**src/rtl/tx_burst_seq_if.sv**
```systemverilog
// Handshake and parameter bus between a burst requester and tx_burst_seq.
// The requester drives start/abort and the burst parameters; the sequencer
// returns the registered bridge-driver controls and status.
interface tx_burst_seq_if;
  logic        start;
  logic        abort;
  logic [5:0]  half_in;
  logic [7:0]  div_in;
  logic [15:0] len_in;
  logic [5:0]  halfdata;
  logic        load;
  logic        bridge_rst;
  logic        bridge_clk;
  logic        busy;
  logic        done;

  modport master (
    output start, abort, half_in, div_in, len_in,
    input  halfdata, load, bridge_rst, bridge_clk, busy, done
  );

  modport slave (
    input  start, abort, half_in, div_in, len_in,
    output halfdata, load, bridge_rst, bridge_clk, busy, done
  );
endinterface

```
**src/rtl/tx_burst_seq.sv**
```systemverilog
// Burst sequencer for a bridge driver: presents a half-cycle count, strobes
// it in with a 2-cycle load pulse, releases the bridge reset and generates
// len periods of a divided tick clock, then pulses done. Every output is a
// flop, computed from the next state so it lines up with the state it
// belongs to.
module tx_burst_seq (
  input  logic          clkin,
  input  logic          reset,
  tx_burst_seq_if.slave bus
);

  typedef enum logic [2:0] {
    IDLE   = 3'd0,
    SETUP  = 3'd1,
    STROBE = 3'd2,
    ARM    = 3'd3,
    BURST  = 3'd4,
    FINISH = 3'd5
  } state_t;

  state_t      state, state_nx;
  logic [7:0]  cap_div, cap_div_nx;
  logic [15:0] cap_len, cap_len_nx;
  logic [7:0]  div_cnt, div_cnt_nx;
  logic [15:0] tick_cnt, tick_cnt_nx;
  logic        strb_cnt, strb_cnt_nx;

  logic [5:0]  halfdata_q, halfdata_nx;
  logic        load_q, load_nx;
  logic        brst_q, brst_nx;
  logic        bclk_q, bclk_nx;
  logic        busy_q, busy_nx;
  logic        done_q, done_nx;

  // State, captured parameters, counters and registered outputs.
  always_ff @(posedge clkin or negedge reset) begin
    if (!reset) begin
      state      <= IDLE;
      cap_div    <= '0;
      cap_len    <= '0;
      div_cnt    <= '0;
      tick_cnt   <= '0;
      strb_cnt   <= 1'b0;
      halfdata_q <= '0;
      load_q     <= 1'b0;
      brst_q     <= 1'b1;
      bclk_q     <= 1'b0;
      busy_q     <= 1'b0;
      done_q     <= 1'b0;
    end else begin
      state      <= state_nx;
      cap_div    <= cap_div_nx;
      cap_len    <= cap_len_nx;
      div_cnt    <= div_cnt_nx;
      tick_cnt   <= tick_cnt_nx;
      strb_cnt   <= strb_cnt_nx;
      halfdata_q <= halfdata_nx;
      load_q     <= load_nx;
      brst_q     <= brst_nx;
      bclk_q     <= bclk_nx;
      busy_q     <= busy_nx;
      done_q     <= done_nx;
    end
  end

  // Next state, parameter capture, divider/tick counting and tick clock.
  always_comb begin
    state_nx    = state;
    cap_div_nx  = cap_div;
    cap_len_nx  = cap_len;
    halfdata_nx = halfdata_q;
    div_cnt_nx  = '0;
    tick_cnt_nx = '0;
    strb_cnt_nx = 1'b0;
    bclk_nx     = 1'b0;

    case (state)
      IDLE: begin
        // abort is not looked at here; start wins even if both are high.
        if (bus.start) begin
          state_nx    = SETUP;
          cap_div_nx  = bus.div_in;
          cap_len_nx  = bus.len_in;
          halfdata_nx = bus.half_in;
        end
      end
      SETUP: begin
        state_nx = bus.abort ? FINISH : STROBE;
      end
      STROBE: begin
        if (bus.abort) begin
          state_nx = FINISH;
        end else if (!strb_cnt) begin
          strb_cnt_nx = 1'b1;
        end else begin
          // A zero-length burst never releases the bridge reset.
          state_nx = (cap_len == 16'd0) ? FINISH : ARM;
        end
      end
      ARM: begin
        state_nx = bus.abort ? FINISH : BURST;
      end
      BURST: begin
        if (bus.abort) begin
          state_nx = FINISH;
        end else begin
          div_cnt_nx  = div_cnt + 8'd1;
          tick_cnt_nx = tick_cnt;
          bclk_nx     = bclk_q;
          if (div_cnt == cap_div) begin
            div_cnt_nx = '0;
            if (bclk_q) begin
              // Falling toggle; after the len-th rise this ends the burst low.
              bclk_nx = 1'b0;
              if (tick_cnt == cap_len) state_nx = FINISH;
            end else begin
              bclk_nx     = 1'b1;
              tick_cnt_nx = tick_cnt + 16'd1;
            end
          end
        end
      end
      FINISH: begin
        state_nx = IDLE;
      end
      default: begin
        state_nx = IDLE;
      end
    endcase

    // Counters and tick clock only live inside BURST.
    if (state_nx != BURST) begin
      div_cnt_nx  = '0;
      tick_cnt_nx = '0;
      bclk_nx     = 1'b0;
    end
  end

  // Output decode from the next state so every output is a plain flop.
  always_comb begin
    load_nx = (state_nx == STROBE);
    brst_nx = !((state_nx == ARM) || (state_nx == BURST));
    busy_nx = (state_nx != IDLE);
    done_nx = (state_nx == FINISH);
  end

  assign bus.halfdata   = halfdata_q;
  assign bus.load       = load_q;
  assign bus.bridge_rst = brst_q;
  assign bus.bridge_clk = bclk_q;
  assign bus.busy       = busy_q;
  assign bus.done       = done_q;

endmodule

```
**src/flat_wrapper.sv**
```systemverilog
// flat-port wrapper written by rule: the top's interface ports become plain ports
module tx_burst_seq_flat 
  (clkin, reset, bus_start, bus_abort, bus_half_in, bus_div_in, bus_len_in, bus_halfdata, bus_load, bus_bridge_rst, bus_bridge_clk, bus_busy, bus_done);
  tx_burst_seq_if bus_i ();
  input  logic clkin;
  input  logic reset;
  input wire logic [$bits(bus_i.start)-1:0] bus_start;
  input wire logic [$bits(bus_i.abort)-1:0] bus_abort;
  input wire logic [$bits(bus_i.half_in)-1:0] bus_half_in;
  input wire logic [$bits(bus_i.div_in)-1:0] bus_div_in;
  input wire logic [$bits(bus_i.len_in)-1:0] bus_len_in;
  output wire logic [$bits(bus_i.halfdata)-1:0] bus_halfdata;
  output wire logic [$bits(bus_i.load)-1:0] bus_load;
  output wire logic [$bits(bus_i.bridge_rst)-1:0] bus_bridge_rst;
  output wire logic [$bits(bus_i.bridge_clk)-1:0] bus_bridge_clk;
  output wire logic [$bits(bus_i.busy)-1:0] bus_busy;
  output wire logic [$bits(bus_i.done)-1:0] bus_done;
  assign bus_i.start = bus_start;
  assign bus_i.abort = bus_abort;
  assign bus_i.half_in = bus_half_in;
  assign bus_i.div_in = bus_div_in;
  assign bus_i.len_in = bus_len_in;
  assign bus_halfdata = bus_i.halfdata;
  assign bus_load = bus_i.load;
  assign bus_bridge_rst = bus_i.bridge_rst;
  assign bus_bridge_clk = bus_i.bridge_clk;
  assign bus_busy = bus_i.busy;
  assign bus_done = bus_i.done;
  tx_burst_seq u_core (.clkin(clkin), .reset(reset), .bus(bus_i));
endmodule
```
**config.mk**
```make
export PLATFORM = sky130hd
export DESIGN_NAME = tx_burst_seq_flat
export DESIGN_NICKNAME = d
export VERILOG_FILES = /design/src/rtl/tx_burst_seq_if.sv /design/src/rtl/tx_burst_seq.sv /design/src/flat_wrapper.sv
export SDC_FILE = /design/constraint.sdc
export NUM_CORES = 1
export LEC_CHECK = 0
export CAP_MARGIN = 25
export CORE_ASPECT_RATIO = 1.1
export CORE_MARGIN = 8
export CORE_UTILIZATION = 54
export CTS_CLUSTER_SIZE = 16
export DETAILED_ROUTE_END_ITERATION = 12
export GPL_TIMING_DRIVEN = 0
export PLACE_DENSITY = 0.75
export SLEW_MARGIN = 20
export SYNTH_ARGS = -nofsm -noshare
export SYNTH_HDL_FRONTEND = slang
export SYNTH_SLANG_ARGS = --single-unit
```
**constraint.sdc**
```tcl
create_clock -name clkin -period 2.4 [get_ports clkin]
set_input_delay 0.48 -clock clkin [delete_from_list [all_inputs] [get_ports clkin]]
set_output_delay 0.48 -clock clkin [all_outputs]
set_load 0.02 [all_outputs]
```
==> metrics.cfg, run 1 <==
[routing]
wl_um = 6620
wl_per_cell_um = 16.2
drt_iter0_markers = 112
route.met2.wl_um = 3270
route.top_layer_used = met4
num_vias = 2207
drtAntennaViolNets = 0
firstDrtPassIters = 4
drc = 0
route.met3.wl_um = 280
via_per_inst = 5.41
wl_met1_um = 2930

[power]
cellPowerDensity_mw_per_mm2 = 1020
p_sw_share_pct = 32.2
clkPwrFrac_pct = 24.4
vdd_drop_max_v = 0.000705
leakage_nw = 1.47
combPwrFrac_pct = 33.3
total_power_mw = 3.89
seqPwrFrac_pct = 42.3
p_switching_mw = 1.25
p_int_mw = 2.64

[synth]
syn_inst = 272
ys_ff_latch = 63
ys_top_cells_by_area = dfrtp_1, mux2_2, xnor2_1, nor2_1, nor4_1
ys_seq_area_share_pct = 51.4
synth_top_area_share_pct = 50.5
synthesis.area_mm2 = 0.00307
syn_nets = 308
ys_types = 46
ys_warn_count = 0
synth_edf_count = 0
synth_top_area_cell = dfrtp_1
synthArstFlopShare_pct = 100
synth_ff_type = dfrtp_1
avgSynthCellArea_um2 = 11.3

[worst_hold_path]
hold_class = input pin to async pin

[sta]
min_period_ps = 2050
fin_skew_ps = 6.34
setup_viol = 0
timing.hold.ws_ps = 24.1
worst_pin_slew_ps = 417
slew_viol_final = 0
rsz0062_at_grt = false
finalHoldViolCount = 0
relSlewSlack_pct = 72.2
fmax_mhz = 488
finalCritPeriodShare_pct = 85.3

[cts]
cts-root-buf = clkbuf_8
h-tree-depth = 3
cts_setup_buffers = 0
clock_latency_ps = 340
clockBufferDepth = 2
clk_pin_slew_ps = 70
cts_sinks = 63
cts_tree = built
cts_hold_buf = 0
numCtsBuffers = 9
cts_resized = 0

[setup_path]
rr_startpoint = u_core.div_cnt[0]$_DFF_PN0_
crit_arrival_ps = 2320
endpoint_kind = flip-flop
reg2regPathDepth = 6
reg2reg_slack_ps = 350
crit_required_ps = 2670
startpoint_type = flip-flop
r2r-end = u_core.tick_cnt[14]$_DFFE_PN0P_
crit_fanout = 6
path_class = flip-flop to flip-flop

[die]
start_util_pct = 54.6
die_area_mm2 = 0.00836
die_h_um = 95.1
rows = 29
die_x_um = 87.9
core_mm2 = 0.00562
io_pins = 45

[grt]
grt_pass1_vias = 2403
track_usage_pct = 18.0
grt_pass1_wl_um = 11400
antenna_found_initial = 0
grt_max_degree = 43
gr-total-overflow = 0

[finish]
syn_to_final_growth_pct = 24.4
nets = 362
diodes = 0
n_fill_cell = 445
drive_gt1_share_pct = 18.7
fin_util_pct = 67.9

[placement]
gp_congestion = 0.833
post-dp-hpwl_um = 4880
numPortBuffers = 43

[job]
drv_cap = 0

[outcome]
status = completed

## how the worst max path moves through the flow
stage | from | endpoint | slack [ps] | depth (start not counted)
6_report | u_core.div_cnt[0]$_DFF_PN0_ | u_core.tick_cnt[14]$_DFFE_PN0P_ | 350 | 6
5_1_grt | u_core.div_cnt[3]$_DFF_PN0_ | u_core.tick_cnt[2]$_DFFE_PN0P_ | 110 | 6
4_1_cts | u_core.div_cnt[3]$_DFF_PN0_ | u_core.tick_cnt[12]$_DFFE_PN0P_ | 120 | 7
3_5_place_dp | u_core.div_cnt[4]$_DFF_PN0_ | u_core.tick_cnt[12]$_DFFE_PN0P_ | 150 | 7
3_3_place_gp | reset | u_core.div_cnt[1]$_DFF_PN0_ | -1170 | 1
2_1_floorplan | u_core.tick_cnt[2]$_DFFE_PN0P_ | u_core.tick_cnt[14]$_DFFE_PN0P_ | 570 | 6
## worst max-delay path: stages, from the launching register on
cell and delay [ps]:
dfrtp_1 440, xnor2_1 180, nand4_1 240, or2_1 300
clkbuf_1 150, or4_1 520, a21oi_1 160
## area by class of cell
| class | instances | area, um2 | share of cell area (%) |
|---|---|---|---|
| tap | 77 | 96.3 | 2.52 |
| buffer | 13 | 65.1 | 1.70 |
| multi-input combinational | 191 | 1410 | 36.9 |
| clock buffer | 11 | 151 | 3.96 |
| clock inverter | 5 | 56.3 | 1.47 |
| inverter | 4 | 15.0 | 0.393 |
| sequential | 63 | 1580 | 41.3 |
| timing repair buffer | 44 | 448 | 11.7 |
## stage by stage
step                area (um2)  instances  worst slack (ps)  TNS (ps)
global route              3820        408               106         0
global placement          3600        392             -1170    -73000
finish                    3820        408               352         0
floorplan                 3070        272               567         0
CTS                       3820        409               121         0
detailed placement        3610        393               154         0
## sequential cells by signal (all words and copies together) (netlist names)
register / cells
u_core.strb_cnt: 1
u_core.cap_div: 8
u_core.bus.done: 1
u_core.state: 3
u_core.bus.busy: 1
u_core.bus.bridge_clk: 1
u_core.bus.load: 1
u_core.cap_len: 16
u_core.div_cnt: 8
u_core.bus.halfdata: 6
u_core.tick_cnt: 16
u_core.bus.bridge_rst: 1
## cells by family after synthesis
kind of cell | after synthesis | synth area share, %
and+or+nand+nor | 95 | 16.9
DFF | 63 | 51.4
adders and majority gates | 2 | 0.815
buffers and inverters | 18 | 2.73
muxes | 31 | 11.3
AOI/OAI and AO/OA | 21 | 4.85
xor gates and xnor gates | 42 | 12.0
## cells in the mapped netlist, types with 2 or more instances
library cell and instances:
nand4_1 8, xor2_1 6, dfrtp_1 62, xnor2_1 36, nor4_1 10, o21a_1 2, nor4b_1 2, nor3_1 8
o31ai_1 2, ha_1 2, nand2b_1 3, nor2_1 24, buf_2 3, inv_1 4, mux2_2 30, clkbuf_1 8
nand3_1 9, a21oi_1 5, and3_1 2, or4_1 2, nand2_1 11, nor2b_1 2, or3_1 3, a21boi_0 3
o21ai_0 2, nor3b_1 3
## power by group through the flow
stage	Sequential [mW]	Clock [mW]	Combinational, mW
2_1_floorplan	1.69	0	0.830
3_3_place_gp	1.66	0	1.27
3_5_place_dp	1.67	0	1.30
4_1_cts	1.65	0.975	1.31
5_1_grt	1.69	1.01	1.43
6_report	1.65	0.950	1.30
## per-layer routing
layer,global-route usage (%),up-vias
met5,0,-
met4,9.18,0
met3,4.57,10
met2,29.7,48
met1,21.3,1089
li1,-,1060
## cells in the final DEF (no fill, tap or decap), types with 2 or more instances in the layout
master and instances:
nand2_1 11, nor3_1 8, xnor2_1 36, mux2_2 30, clkbuf_1 7, o21ai_0 2
nand2b_1 3, o31ai_1 2, buf_2 3, dfrtp_1 62, inv_1 4, xor2_1 6
clkbuf_8 11, a21oi_1 5, clkinv_2 2, nor4b_1 2, nor3b_1 3, o21a_1 2
or3_1 3, nand3_1 9, and3_1 2, or4_1 2, nor2b_1 2, nand4_1 8
nor4_1 10, a21boi_0 3, nor2_1 24, ha_1 2, buf_4 2, clkdlybuf4s50_1 42
Note: power is estimated with default switching activity, not from simulation.
==> run 2, diff against run 1 <==
Settings changed: CELL_PAD_IN_SITES_DETAIL_PLACEMENT set to 1, CELL_PAD_IN_SITES_GLOBAL_PLACEMENT set to 1, CORE_UTILIZATION 54 to 43, PLACE_DENSITY 0.75 to 0.76.
==> run 2 against run 1 <==
Critical path depth did not move. Sequential share of layout area fell by 0.23 points. Largest power group unchanged. Non-clock buffer count rose by 1. Critical endpoint is now u_core.tick_cnt[2]$_DFFE_PN0P_. First-iteration DRC count fell by 46%. Clock power rose by 7%. Worst hold slack improved by 10 ps. Fmax fell by 1.7%. Cell count rose by 2.2%. Critical path type unchanged. Sequential power barely moved. Flip-flop and latch count did not move. Clock skew rose by 4.8 ps. Global-route usage fell by 1.5 points.
==> metrics.cfg, run 2 (synthesis results as in run 1) <==
[outcome]
status = completed

[finish]
drive_gt1_share_pct = 18.4
biggestRegsByFlops = u_core.cap_len x16, u_core.tick_cnt x16
diodes = 0
final_cell_mix = dfrtp_1, clkdlybuf4s50_1, xnor2_1
fin_cells = 417
syn_to_final_growth_pct = 25.1
nets = 363
n_fill_cell = 773
fin_area_mm2 = 0.00384
layout.cells.most_common = dfrtp_1

[power]
combPwrFrac_pct = 33.2
clkPwrFrac_pct = 25.5
p_sw_share_pct = 32.8
cellPowerDensity_mw_per_mm2 = 1040
total_power_mw = 4.01
seqPwrFrac_pct = 41.3
vdd_drop_max_v = 0.000636
leakage_nw = 1.48
p_switching_mw = 1.32
p_int_mw = 2.70

[cts]
cts_sinks = 63
clk_pin_slew_ps = 70
numCtsBuffers = 9
cts_tree = built
clock_latency_ps = 350
cts-root-buf = clkbuf_8
clockBufferDepth = 2
cts_setup_buffers = 0
h-tree-depth = 3

[routing]
firstDrtPassIters = 4
wl_um = 7490
drtAntennaViolNets = 0
drc = 0
via_per_inst = 5.41
wl_per_cell_um = 18.0
drt_iter0_markers = 61
num_vias = 2254

[sta]
finalCritPeriodShare_pct = 86.9
worst_pin_slew_ps = 498
relSlewSlack_pct = 66.8
finalHoldViolCount = 0
setup_viol = 0
min_period_ps = 2080
rsz0062_at_grt = false
fin_skew_ps = 11.2
fmax_mhz = 480
slew_viol_final = 0

[die]
die_h_um = 105
core_mm2 = 0.00697
rows = 32
start_util_pct = 44.1
io_pins = 45
die_x_um = 96.6
die_area_mm2 = 0.0101

[setup_path]
crit_required_ps = 2640
endpoint_kind = flip-flop
crit_fanout = 10
crit_arrival_ps = 2330
startpoint_type = flip-flop
path_class = flip-flop to flip-flop

[placement]
placed_area_mm2 = 0.00362
gp_congestion = 0.823
dp.cells = 401
numPortBuffers = 43
post-dp-hpwl_um = 5520

[grt]
grt_pass1_wl_um = 13000
track_usage_pct = 16.5
antenna_found_initial = 0
grt_pass1_vias = 2559
grt_max_degree = 40
gr-total-overflow = 0

[worst_hold_path]
hold_class = input pin to async pin

[job]
drv_cap = 0

run 2: changes by cell type in the layout (fill, tap and decap cells not counted):
cell and delta:
clkbuf_1 +2, clkbuf_8 -2, bufinv_16 +1, clkbuf_2 +1, clkinv_2 -1, clkinv_4 +1
clkinvlp_4 -1
run 2: path summary, 6_finish.rpt:
kind,startpoint,to,slack (ps),cells past startpoint
min in group clkin,u_core.bus.halfdata[4]$_DFFE_PN0P_,u_core.bus.halfdata[4]$_DFFE_PN0P_,520,1
min,reset,u_core.cap_len[13]$_DFFE_PN0P_,30,1
max in group asynchronous,reset,u_core.bus.bridge_rst$_DFF_PN1_,1790,2
max,u_core.div_cnt[2]$_DFF_PN0_,u_core.tick_cnt[2]$_DFFE_PN0P_,320,6
min reg2reg,u_core.bus.halfdata[4]$_DFFE_PN0P_,u_core.bus.halfdata[4]$_DFFE_PN0P_,520,1
max reg2reg,u_core.div_cnt[2]$_DFF_PN0_,u_core.tick_cnt[2]$_DFFE_PN0P_,320,6
run 2: routing by layer:
metal / up-vias / track usage, % / share of wire (%) / wire, um
li1: 1060 / - / - / -
met1: 1132 / 18.7 / 41 / 3100
met2: 47 / 27.5 / 51 / 3840
met3: 15 / 4.94 / 5.0 / 378
met4: 0 / 7.48 / 2.2 / 165
met5: - / 0 / 0 / 0
run 2: power groups by stage:
stage          Sequential (mW)  Combinational (mW)  Clock, mW
2_1_floorplan             1.69               0.830          0
3_3_place_gp              1.66                1.29          0
3_5_place_dp              1.68                1.33          0
4_1_cts                   1.67                1.35       1.04
5_1_grt                   1.71                1.47       1.09
6_report                  1.66                1.33       1.02
run 2: repair_timing:
action / in CTS / in global routing
endpoints found under the hold margin: 0 / 0
setup endpoints to repair: 0 / 10
gates resized for setup: 0 / 2
hold buffers: 0 / 0
run 2: layout make-up:
class	count	area (um2)	area share [%]
plain buffers	14	70.1	1.82
clock buffers	11	131	3.42
clock inverters	5	82.6	2.15
inverters	4	15.0	0.391
multi-input cells	191	1410	36.7
flip-flops and latches	63	1580	41.1
well taps	85	106	2.77
repair buffers	44	448	11.7
run 2: metrics by stage:
| stage | setup WS (ps) | TNS, ps | util (%) | hold slack [ps] |
|---|---|---|---|---|
| 2_1_floorplan | 567 | 0 | - | 184 |
| 3_3_place_gp | -1250 | -77570 | 51.8 | 489 |
| 3_5_place_dp | 80.1 | 0 | 52.0 | 415 |
| 4_1_cts | 48.2 | 0 | 55.1 | 35.6 |
| 5_1_grt | 58.8 | 0 | 55.1 | 47.9 |
| 6_report | 316 | 0 | 55.1 | 34.2 |
run 2: worst max-delay path, cell delays in order, from the launching register on:
cell and delay [ps]:
dfrtp_1 450, xnor2_1 180, nand4_1 250, o21bai_1 310, clkbuf_1 400, a21boi_0 160, o21ba_2 230
==> run 3, diff against run 2 <==
Settings changed: CAP_MARGIN 25 to 20.
==> results of run 3 <==
Final layout, timing and power as in run 2 (identical DEF).
